`config.mk`:
```
export PLATFORM = sky130hd
export DESIGN_NAME = seven_segment_scan
export DESIGN_NICKNAME = d
export VERILOG_FILES = /design/src/rtl/seven_segment_scan.sv
export SDC_FILE = /design/constraint.sdc
export NUM_CORES = 1
export LEC_CHECK = 0
export BUFFER_PORTS_ARGS = -buffer_cell sky130_fd_sc_hd__buf_2
export CELL_PAD_IN_SITES_DETAIL_PLACEMENT = 0
export CELL_PAD_IN_SITES_GLOBAL_PLACEMENT = 1
export CORE_MARGIN = 3
export CORE_UTILIZATION = 32
export CTS_CLUSTER_DIAMETER = 200
export DETAILED_ROUTE_END_ITERATION = 8
export HOLD_SLACK_MARGIN = 0.02
export PLACE_DENSITY_LB_ADDON = 0.1
export SLEW_MARGIN = 10
export SYNTH_ARGS = -nofsm -noshare
export SYNTH_HDL_FRONTEND = slang
export SYNTH_SLANG_ARGS = --single-unit
```
`constraint.sdc`:
```
create_clock -name clk -period 4 [get_ports clk]
set_input_delay 0.6 -clock clk [delete_from_list [all_inputs] [get_ports clk]]
set_output_delay 0.6 -clock clk [all_outputs]
set_load 0.01 [all_outputs]
```
`src/rtl/seven_segment_scan.sv`:
```
// seven_segment_scan
// Time-multiplexed driver for a common-anode seven-segment display with
// double-buffered contents, leading-zero blanking, per-digit blink and
// per-digit decimal points.
//
// Ports
//   clk            : single clock, all state updates on its rising edge
//   reset          : asynchronous active-low reset
//   value          : 4*NUM_DIGITS hex nibbles, nibble i -> digit i (digit 0 = LSB)
//   dp             : per-digit decimal point enable (1 = lit)
//   blink          : per-digit blink enable
//   load           : strobe capturing value/dp/blink into the pending set
//   enable         : 0 turns every digit off; scanning keeps running
//   catodes        : active-low segments, bit 7 = DP, bits 6:0 = g..a
//   anodes         : active-low digit select
//   update_pending : high while a loaded set waits for the next frame boundary
//   frame_done     : one-cycle pulse following each frame-boundary tick
//
// Handshake: there is no valid/ready pair. load is a fire-and-forget strobe;
// update_pending reports that the captured set has not reached the display yet.
module seven_segment_scan #(
  parameter int NUM_DIGITS    = 8,
  parameter int REFRESH_LIMIT = 100000,
  parameter int BLINK_FRAMES  = 64,
  parameter int BLANK_LEADING = 1
) (
  input  logic                    clk,
  input  logic                    reset,
  input  logic [4*NUM_DIGITS-1:0] value,
  input  logic [NUM_DIGITS-1:0]   dp,
  input  logic [NUM_DIGITS-1:0]   blink,
  input  logic                    load,
  input  logic                    enable,
  output logic [7:0]              catodes,
  output logic [NUM_DIGITS-1:0]   anodes,
  output logic                    update_pending,
  output logic                    frame_done
);

  localparam int CW = (REFRESH_LIMIT > 1) ? $clog2(REFRESH_LIMIT) : 1;
  localparam int IW = (NUM_DIGITS > 1)    ? $clog2(NUM_DIGITS)    : 1;
  localparam int FW = (BLINK_FRAMES > 1)  ? $clog2(BLINK_FRAMES)  : 1;

  logic [CW-1:0]           tick_cnt;
  logic [IW-1:0]           idx;
  logic [FW-1:0]           frame_cnt;
  logic                    phase;

  logic [4*NUM_DIGITS-1:0] pend_val, act_val, act_val_nxt;
  logic [NUM_DIGITS-1:0]   pend_dp, act_dp, act_dp_nxt;
  logic [NUM_DIGITS-1:0]   pend_blk, act_blk, act_blk_nxt;

  logic                    tick, boundary, phase_nxt;
  logic [IW-1:0]           disp_idx;
  logic [3:0]              nib;
  logic                    dp_bit, blk_bit, upper_zero, blank, off;
  logic [6:0]              seg;
  logic [NUM_DIGITS-1:0]   an_nxt;
  logic [7:0]              cat_nxt;

  always_comb begin
    tick     = (tick_cnt == CW'(REFRESH_LIMIT - 1));
    boundary = tick && (idx == IW'(NUM_DIGITS - 1));

    // The active set is swapped on the boundary edge, and slot 0 of the new
    // frame is registered on that same edge, so decode from the post-swap set.
    act_val_nxt = act_val;
    act_dp_nxt  = act_dp;
    act_blk_nxt = act_blk;
    if (boundary) begin
      if (load) begin
        act_val_nxt = value;
        act_dp_nxt  = dp;
        act_blk_nxt = blink;
      end else begin
        act_val_nxt = pend_val;
        act_dp_nxt  = pend_dp;
        act_blk_nxt = pend_blk;
      end
    end

    phase_nxt = phase ^ (boundary && (frame_cnt == FW'(BLINK_FRAMES - 1)));

    if (!tick)         disp_idx = idx;
    else if (boundary) disp_idx = '0;
    else               disp_idx = idx + IW'(1);

    // Walk from the top digit down so upper_zero means "this nibble and all
    // above it are zero" when the displayed digit is reached.
    upper_zero = 1'b1;
    blank      = 1'b0;
    nib        = 4'h0;
    dp_bit     = 1'b0;
    blk_bit    = 1'b0;
    for (int i = NUM_DIGITS - 1; i >= 0; i--) begin
      upper_zero = upper_zero && (act_val_nxt[4*i +: 4] == 4'h0);
      if (IW'(i) == disp_idx) begin
        nib     = act_val_nxt[4*i +: 4];
        dp_bit  = act_dp_nxt[i];
        blk_bit = act_blk_nxt[i];
        blank   = (BLANK_LEADING != 0) && (i > 0) && upper_zero;
      end
    end

    off = !enable || blank || (phase_nxt && blk_bit);

    case (nib)
      4'h0: seg = 7'h40;
      4'h1: seg = 7'h79;
      4'h2: seg = 7'h24;
      4'h3: seg = 7'h30;
      4'h4: seg = 7'h19;
      4'h5: seg = 7'h12;
      4'h6: seg = 7'h02;
      4'h7: seg = 7'h78;
      4'h8: seg = 7'h00;
      4'h9: seg = 7'h10;
      4'hA: seg = 7'h08;
      4'hB: seg = 7'h03;
      4'hC: seg = 7'h46;
      4'hD: seg = 7'h21;
      4'hE: seg = 7'h06;
      default: seg = 7'h0E;
    endcase

    for (int i = 0; i < NUM_DIGITS; i++) begin
      an_nxt[i] = off || (IW'(i) != disp_idx);
    end
    cat_nxt = {~dp_bit, seg};
  end

  always_ff @(posedge clk or negedge reset) begin
    if (!reset) begin
      tick_cnt       <= '0;
      idx            <= '0;
      frame_cnt      <= '0;
      phase          <= 1'b0;
      pend_val       <= '0;
      pend_dp        <= '0;
      pend_blk       <= '0;
      act_val        <= '0;
      act_dp         <= '0;
      act_blk        <= '0;
      update_pending <= 1'b0;
      frame_done     <= 1'b0;
      anodes         <= '1;
      catodes        <= 8'hFF;
    end else begin
      tick_cnt <= tick ? '0 : tick_cnt + CW'(1);
      if (tick) idx <= boundary ? '0 : idx + IW'(1);
      if (boundary) begin
        frame_cnt <= (frame_cnt == FW'(BLINK_FRAMES - 1)) ? '0 : frame_cnt + FW'(1);
      end
      phase   <= phase_nxt;
      act_val <= act_val_nxt;
      act_dp  <= act_dp_nxt;
      act_blk <= act_blk_nxt;
      if (load) begin
        pend_val <= value;
        pend_dp  <= dp;
        pend_blk <= blink;
      end
      // A load landing on the boundary went straight to the active set.
      if (boundary)  update_pending <= 1'b0;
      else if (load) update_pending <= 1'b1;
      frame_done <= boundary;
      // Outputs are re-registered every cycle so enable acts on the next edge.
      anodes     <= an_nxt;
      catodes    <= cat_nxt;
    end
  end

endmodule

```
==> flow_metrics.tcl <==
set metrics [dict create \
    route.detailed.drc 0 \
    irDropWorstVdd_uv 258 \
    ys_warn_count 0 \
    finalSetupViolations 0 \
    fin_util_pct 38.9 \
    timing.final.ws_setup_ns 0.231 \
    slowest_stage "mux4_2" \
    wl_um 18200 \
    grt_pass1_wl_um 30000 \
    finalHoldViolCount 0 \
    avgSynthCellArea_um2 11.2 \
    area_growth_pct 19.0 \
    drv_slew 0 \
    p_leak_uw 0.00373 \
    grt_pass1_vias 5309 \
    worstSkewPairLatency_ns 0.43 \
    endpoint_kind "flip-flop" \
    route.detailed.vias_per_inst 4.93 \
    via_count 4860 \
    crit_arrival_ns 4.11 \
    outcome "complete, no violations" \
    clk_path_buf_depth 2 \
    cts_tree "done" \
    antenna_left 0 \
    dr.pass1.iters 4 \
    max-slew-margin-rel_pct 58.8 \
    cts-root-buf "clkbuf_16" \
    die_y_um 153 \
    core_um2 21200 \
    crit_type "reg2reg" \
    num_rows 53 \
    holdWs_ns 0.153 \
    cts.sinks 141 \
    period_minus_slack_ns 3.77 \
    antenna_found_initial 0 \
    drt_iter0_drc 232 \
    multi_input_area_um2 3060 \
    synthCells 618 \
    synth-seq-area-share_pct 51.3 \
    cp_max_fo 9 \
    pin_count 70 \
    period_share_pct 94.2 \
    crit_required_ns 4.34 \
    fillers 2082 \
    grt_max_degree 81 \
    worst_path_most_repeated_cell "ha_1" \
    htreeDepth 4 \
    p_total_uw 3230 \
    postSynth.asyncResetShare_pct 100 \
    power.density_nw_per_um2 393 \
    antennaDiodeCount 0 \
    grt.total_usage_pct 16.3 \
    die_area_um2 23400 \
    tns_ns 0 \
    clk_pin_slew_ns 0.06 \
    hp-class "in2async" \
    max_cap_violations 0 \
    netlist_area_um2 6910 \
    cp_cell_sequence "ha_1, and4_1, and4_2, nand2_4, inv_2, mux2_2, a22o_1, a2111o_1, a221oi_2, inv_1, ha_1, mux4_2" \
    numCtsBuffers 17 \
    startpoint_type "flip-flop" \
    holdBufCountCts 0 \
    synth_cell_types 74 \
    wl_per_cell_um 18.5 \
    regArea_um2 3550 \
    place.gp.congestion 0.813 \
    hpwl_um 13500 \
    finClkSkew_ns 0.0138 \
    max_freq_mhz 265 \
    place_ws_ns 0.129 \
    die_x_um 153 \
    synth_nets 680 \
    grt_setup_unrepaired "no" \
    synth_seq_cells 141 \
    synth_edf_count 0 \
    critical-path-max-stage-delay_ns 0.47 \
    port_buffers 69 \
    drive_gt1_share_pct 30.0 \
    fin_nets 759 \
    synthFlopType "dfrtp_1" \
    worst_pin_slew_ns 0.618 \
    start_util_pct 32.7 \
    gr-total-overflow 0 \
]
-- logic make-up (layout without fill, tap and decap cells) --
family / after synthesis / after routing / share of synthesized area [%]
AO/OA/AOI/OAI: 100 / 100 / 10.4
AND/OR/NAND/NOR: 184 / 184 / 14.0
multiplexers: 97 / 97 / 15.6
adder cells (fa/ha/maj): 10 / 10 / 1.81
flip-flops: 141 / 141 / 51.3
buffers and inverters: 69 / 161 / 4.67
XOR/XNOR: 17 / 17 / 2.15
-- worst max-delay path, delay by kind of cell, from the launching register on --
kind	cells	cell delay, ns
AO/OA/AOI/OAI	3	0.85
multiplexers	2	0.83
buffers and inverters	2	0.29
flip-flops	1	0.39
AND/OR/NAND/NOR	3	0.84
adder cells (fa/ha/maj)	2	0.48
-- worst paths after layout --
path	startpoint	end	slack (ns)	cells after the start
max	tick_cnt[0]$_DFF_PN0_	catodes[3]$_DFF_PN1_	0.23	12
min	reset	update_pending$_DFFE_PN0P_	0.15	1
max reg2reg	tick_cnt[0]$_DFF_PN0_	catodes[3]$_DFF_PN1_	0.23	12
min reg2reg	pend_dp[6]$_DFF_PN0_	pend_dp[6]$_DFF_PN0_	0.47	2
max in group asynchronous	reset	anodes[1]$_DFF_PN1_	2.99	2
min in group clk	dp[6]	pend_dp[6]$_DFF_PN0_	0.40	3
-- synthesized netlist by cell type, types with 7 or more instances --
cell / n / area (µm²)
mux2_1: 7 / 78.8
dfrtp_1: 125 / 3130
clkbuf_1: 8 / 30.0
buf_2: 12 / 60.1
nor2_1: 30 / 113
o21ai_0: 18 / 90.1
xnor2_1: 9 / 78.8
nand3_1: 16 / 80.1
inv_1: 37 / 139
nor3_1: 16 / 80.1
nand2_1: 50 / 188
nand4_1: 8 / 50.1
nor4_1: 11 / 68.8
dfstp_2: 16 / 420
mux2_2: 49 / 552
mux2i_1: 36 / 360
ha_1: 10 / 125
a21oi_1: 21 / 105
xor2_1: 8 / 70.1
-- report_power, final --
part	total [µW]	switching, µW	internal [µW]
Sequential	1500	17.3	1480
Combinational	176	99.3	76.4
Clock	1560	618	940
-- cells in the final DEF (no fill, tap or decap), types with 4 or more instances in the layout --
cell / netlist / final
clkbuf_16: 0 / 17
a21boi_1: 5 / 5
ha_1: 10 / 10
nand4_1: 8 / 8
a21oi_1: 21 / 21
nand2_1: 50 / 50
a211o_1: 4 / 4
or2_2: 6 / 6
a21o_1: 4 / 4
nand3_1: 16 / 16
nor2_1: 30 / 30
nor4_1: 11 / 11
or4_1: 6 / 6
a21boi_0: 4 / 4
and3_1: 5 / 5
mux2_2: 49 / 49
nor3_1: 16 / 15
dfrtp_1: 125 / 125
inv_1: 37 / 37
xor2_1: 8 / 8
o211ai_1: 6 / 6
clkbuf_8: 0 / 5
mux2i_1: 36 / 36
nand2b_1: 4 / 4
dfstp_2: 16 / 16
nand3b_1: 5 / 5
buf_2: 12 / 68
o21ai_0: 18 / 18
mux2_1: 7 / 7
xnor2_1: 9 / 9
buf_4: 2 / 18
nor2b_1: 6 / 6
or3_1: 4 / 4
-- sequential cells by signal, summed over array words and instances (netlist names) --
name	flops
act_dp	8
pend_val	32
tick_cnt	17
frame_done	1
update_pending	1
act_blk	8
phase	1
idx	3
catodes	8
anodes	8
pend_dp	8
act_val	32
frame_cnt	6
pend_blk	8
-- timing repair --
action / CTS / global route
gates resized for setup: 0 / 2
setup buffers: 0 / 0
setup endpoints to repair: 0 / 2
hold endpoints to repair: 0 / 0
-- layer usage --
metal / vias up / global-route usage, % / wire length [µm]
met5: - / 0 / 0
met4: 0 / 5.13 / 312
met3: 20 / 3.45 / 693
met2: 87 / 25.4 / 8300
met1: 2390 / 22.7 / 8900
li1: 2363 / - / -
-- metrics by stage --
| stage | cells | cell area, µm² |
|---|---|---|
| after floorplan | 618 | 6910 |
| after global placement | 953 | 7630 |
| after detailed placement | 953 | 7630 |
| after CTS | 985 | 8210 |
| after global routing | 985 | 8220 |
| final | 985 | 8220 |
-- layout make-up --
type	count	share of cell area (%)
Multi-Input combinational cell	408	37.2
Sequential cell	141	43.2
Inverter	39	1.78
Tap cell	275	4.18
Timing Repair Buffer	90	6.65
Clock inverter	8	0.974
Clock buffer	24	6.10
(Power assumes the default switching activity.)
